==> src/rtl/mem_bus_arbiter.sv <==
// Arbitrates the instruction and data ports onto one memory bus with one transaction outstanding.
// Data has priority, but only for a bounded streak while a fetch is waiting.
module mem_bus_arbiter #(
  parameter int unsigned MAX_D_STREAK = 4
) (
  input  logic        clk,
  input  logic        reset,
  input  logic        i_valid,
  input  logic [63:0] i_addr,
  output logic        i_data_ok,
  output logic [31:0] i_data,
  input  logic        d_valid,
  input  logic [63:0] d_addr,
  input  logic [2:0]  d_size,
  input  logic [7:0]  d_strobe,
  input  logic [63:0] d_wdata,
  output logic        d_data_ok,
  output logic [63:0] d_rdata,
  output logic        m_valid,
  output logic [63:0] m_addr,
  output logic [2:0]  m_size,
  output logic [7:0]  m_strobe,
  output logic [63:0] m_wdata,
  input  logic        m_addr_ok,
  input  logic        m_data_ok,
  input  logic [63:0] m_rdata
);

  localparam int unsigned STREAK_W = 3;
  localparam int unsigned SIZE_W   = 3;
  localparam logic [STREAK_W-1:0] STREAK_MAX = STREAK_W'(MAX_D_STREAK);
  localparam logic [SIZE_W-1:0]   FETCH_SIZE = SIZE_W'(3'b010);

  typedef enum logic [1:0] {IDLE, REQ, RESP} state_t;

  state_t              state, state_nxt;
  logic                owner_d;
  logic [STREAK_W-1:0] d_streak, d_streak_nxt;
  logic                grant_i, grant_d, done;

  // Next-state, arbitration and streak bookkeeping
  always_comb begin
    state_nxt    = state;
    grant_i      = 1'b0;
    grant_d      = 1'b0;
    done         = 1'b0;
    d_streak_nxt = d_streak;
    case (state)
      IDLE: begin
        if (d_valid && (!i_valid || (d_streak < STREAK_MAX))) begin
          grant_d = 1'b1;
        end else if (i_valid) begin
          grant_i = 1'b1;
        end
        if (grant_i || !i_valid) begin
          d_streak_nxt = '0;
        end else if (grant_d && (d_streak < STREAK_MAX)) begin
          d_streak_nxt = d_streak + STREAK_W'(1);
        end
        if (grant_i || grant_d) begin
          state_nxt = REQ;
        end
      end
      REQ: begin
        if (m_addr_ok) begin
          if (m_data_ok) begin
            done      = 1'b1;
            state_nxt = IDLE;
          end else begin
            state_nxt = RESP;
          end
        end
      end
      RESP: begin
        if (m_data_ok) begin
          done      = 1'b1;
          state_nxt = IDLE;
        end
      end
      default: state_nxt = IDLE;
    endcase
  end

  always_ff @(posedge clk or posedge reset) begin
    if (reset) begin
      state <= IDLE;
    end else begin
      state <= state_nxt;
    end
  end

  // Downstream request registers, owner and streak counter
  always_ff @(posedge clk or posedge reset) begin
    if (reset) begin
      owner_d  <= 1'b1;
      m_valid  <= 1'b0;
      m_addr   <= '0;
      m_size   <= '0;
      m_strobe <= '0;
      m_wdata  <= '0;
      d_streak <= '0;
    end else begin
      d_streak <= d_streak_nxt;
      if (grant_d) begin
        owner_d  <= 1'b1;
        m_valid  <= 1'b1;
        m_addr   <= d_addr;
        m_size   <= d_size;
        m_strobe <= d_strobe;
        m_wdata  <= d_wdata;
      end else if (grant_i) begin
        owner_d  <= 1'b0;
        m_valid  <= 1'b1;
        m_addr   <= i_addr;
        m_size   <= FETCH_SIZE;
        m_strobe <= '0;
        m_wdata  <= '0;
      end else if ((state == REQ) && m_addr_ok) begin
        m_valid  <= 1'b0;
      end
    end
  end

  // A withdrawn requester gets no completion pulse; its response is dropped
  assign d_data_ok = done && owner_d && d_valid;
  assign i_data_ok = done && !owner_d && i_valid;
  assign d_rdata   = d_data_ok ? m_rdata : '0;
  assign i_data    = i_data_ok ? (m_addr[2] ? m_rdata[63:32] : m_rdata[31:0]) : '0;

endmodule

==> config.mk <==
export PLATFORM = sky130hd
export DESIGN_NAME = mem_bus_arbiter
export DESIGN_NICKNAME = d
export VERILOG_FILES = /design/src/rtl/mem_bus_arbiter.sv
export SDC_FILE = /design/constraint.sdc
export NUM_CORES = 1
export LEC_CHECK = 0
export BUFFER_PORTS_ARGS = -buffer_cell sky130_fd_sc_hd__buf_2
export CAP_MARGIN = 25
export CORE_AREA = 4 4 199 201
export DETAILED_ROUTE_END_ITERATION = 8
export DIE_AREA = 0 0 203 205
export PLACE_DENSITY = 0.47
export SLEW_MARGIN = 15
export SYNTH_ARGS = -nofsm -noshare
export SYNTH_HDL_FRONTEND = slang
export SYNTH_SLANG_ARGS = --single-unit
==> constraint.sdc <==
create_clock -name clk -period 6.9 [get_ports clk]
set_clock_uncertainty 0.15 [all_clocks]
set_input_delay 0.345 -clock clk [delete_from_list [all_inputs] [get_ports clk]]
set_output_delay 0.345 -clock clk [all_outputs]
set_load 0.02 [all_outputs]
==> out/qor.yml <==
hold_path:
  hold_path_depth: 3
  min_from: "d_addr[54]"
  min_to: "m_addr[54]$_DFFE_PP0P_"
  hold_path.class: "in -> reg"
timing:
  maxSlewViolCount: 0
  setup_viol: 0
  tightest_slew_ns: 0.996
  finalHoldViolations: 0
  setup_ws_ns: 3.13
  holdWs_ns: 0.0352
  fmax_ghz: 0.265
  fin_setup_tns_ns: 0
  slew_headroom_pct: 33.6
  min_period_ns: 3.77
  rsz0062_at_grt: "false"
  finalCritPeriodShare_pct: 54.7
cells_and_area:
  layout-drive-gt1-share_pct: 42.8
  final_core_util_pct: 32.2
  instances_no_fill: 1839
  nNetsFinal: 1589
  fin_area_mm2: 0.0121
  syn2layout_area_growth_pct: 65.2
setup_path:
  worstSetupEndpointType: "register"
  worstSetupStartpointType: "register"
  timing.rr.end: "m_addr[18]$_DFFE_PP0P_"
  path_class: "reg -> reg"
  r2r_slack_ns: 3.13
  path_max_fanout: 101
  critPathLaunch: "state[1]$_DFFE_PP0P_"
  reg2reg_depth: 7
  crit_arrival_ns: 3.93
  r2r-start: "state[1]$_DFFE_PP0P_"
  crit_required_ns: 7.06
logic_synthesis:
  syn_inst: 735
  synth_cell_types: 30
  netlist_area_mm2: 0.00733
  synth_top_family_by_area: "compound AO/OA/AOI/OAI gates"
  synthArstFlopShare_pct: 100
  synth_top_area_share_pct: 49.5
  yosys_register_bits: 146
  synth-xor-area-share_pct: 0
  ys_seq_area_share_pct: 49.8
  synthFlopType: "dfrtp_1"
  postSynthAreaPerCell_um2: 9.98
  synth_mux_area_share_pct: 4.66
  synth_area_leaders: "dfrtp_1 (49%), a22o_1 (8.8%), o2111ai_1 (7.6%)"
  synthTopCellsByCount: "dfrtp_1 (145), nor2_1 (98), a22o_1 (74)"
  synth_edf_count: 0
  synth_top_area_cell: "dfrtp_1"
  synth.most_common_cell: "dfrtp_1"
  syn-num-nets: 1014
  synthSimpleGateAreaFrac_pct: 11.4
  synth_compound_area_share_pct: 27.2
  yosys_warnings: 0
  synth_fa_ha_area_share_pct: 1.02
clock_network:
  clock-sinks: 146
  clk_latency_ns: 0.43
  cts_setup_buffers: 0
  clk_pin_slew_ns: 0.06
  htreeDepth: 4
  cts_tree: "yes"
  holdBufCountCts: 121
  clockBufferDepth: 2
  numCtsBuffers: 17
  cts-resized-gates: 0
  cts_root_buf: "clkbuf_16"
place:
  dp_hpwl_um: 24300
  dp_cells: 1680
  pre_cts_slack_ns: 3.55
  numPortBuffers: 510
  postPlaceCellArea_mm2: 0.0103
  gp_congestion: 0.802
floorplan:
  dieArea_mm2: 0.0416
  ios: 511
  num_rows: 71
  core_mm2: 0.0376
  fp.dieW_um: 203
  die_h_um: 205
  start_util_pct: 19.5
drt:
  route.detailed.drc: 0
  routed_wl_um: 34700
  via_per_inst: 4.52
  antenna_left: 0
  num_vias: 8306
  firstDrtPassIters: 5
  dr.first_iter.drc_count: 455
  wl_per_cell_um: 18.9
run:
  max-cap-violations: 0
pwr:
  finalPower_mw: 4.97
  power_leakage_nw: 6.02
  powerDensity_mw_per_mm2: 410
  ir_drop_mv: 0.231
global_route:
  grt_start_max_net_pins: 102
  grt_first_pass_wirelength_um: 51300
  groute.usage.overall_pct: 15.8
  antenna_found_initial: 6
  grt_pass1_vias: 8456
  grt_overflow_total: 0
run_status:
  status: "finished clean"
-- cell usage in the layout (no fill, tap or decap), types with 2 or more instances in the layout --
cell	instances
and2_1	64
buf_4	11
diode_2	5
o2111ai_1	64
a22o_1	74
clkbuf_1	2
clkinvlp_4	2
bufinv_16	3
clkinv_2	3
nand2_1	5
inv_2	2
clkbuf_16	17
ha_1	5
buf_2	510
inv_1	7
inv_6	3
mux2i_1	33
dfrtp_1	144
nor2_1	97
a31oi_1	64
nand3_1	3
dlygate4sd3_1	121
clkinv_4	2
o21ai_0	58
o21ai_1	9
-- how the worst max path moves through the flow --
| stage | slack [ns] | cells past startpoint | endpoint |
|---|---|---|---|
| 2_1_floorplan | 2.48 | 1 | d_streak[0]$_DFFE_PP0P_ |
| 5_1_grt | 2.82 | 8 | m_addr[9]$_DFFE_PP0P_ |
| 4_1_cts | 3.14 | 7 | m_addr[14]$_DFFE_PP0P_ |
| 6_report | 3.13 | 7 | m_addr[18]$_DFFE_PP0P_ |
| 3_5_place_dp | 3.55 | 7 | m_wdata[61]$_DFFE_PP0P_ |
| 3_3_place_gp | 3.60 | 7 | m_wdata[15]$_DFFE_PP0P_ |
-- layer usage --
metal / up-vias / wire, µm / global-route usage (%)
met5: - / 0 / 0
met4: 0 / 941 / 7.42
met3: 41 / 2440 / 3.85
met2: 370 / 18200 / 28.0
met1: 4010 / 13200 / 18.1
li1: 3885 / - / -
-- state kept, by name, summed over array words and instances (netlist names) --
name and cells:
d_streak 3, m_addr 64, m_size 3, m_strobe 8, m_valid 1, m_wdata 64
owner_d 1, state 2
-- power by group --
| group | internal, mW | leakage (nW) | switching, mW |
|---|---|---|---|
| logic | 0.935 | 3.98 | 1.56 |
| clock network | 0.580 | 0.291 | 0.401 |
| registers | 1.26 | 1.76 | 0.232 |
| total | 2.77 | 6.02 | 2.20 |
-- worst max-delay path, cell delays in order (launching register included) --
cell,delay (ns)
dfrtp_1,0.38
inv_1,0.14
ha_2,0.19
buf_4,0.64
o21a_4,0.44
buf_4,0.82
a31oi_1,0.17
dlygate4sd3_1,0.63
-- layout make-up --
class	count	area [µm²]
timing repair buffer	644	3880
clock buffer	20	447
tap	511	639
inverter	10	42.5
antenna	5	12.5
sequential	146	3660
fill	3961	25500
clock inverter	12	155
multi-input combinational	491	3280
-- kinds of logic after synthesis --
kind of cell | count (synthesis)
adders and majority gates | 6
buffers and inverters | 98
DFF | 146
AOI/OAI and AO/OA | 276
muxes | 34
and+or+nand+nor | 175
Note: power is estimated with default switching activity, not from simulation.
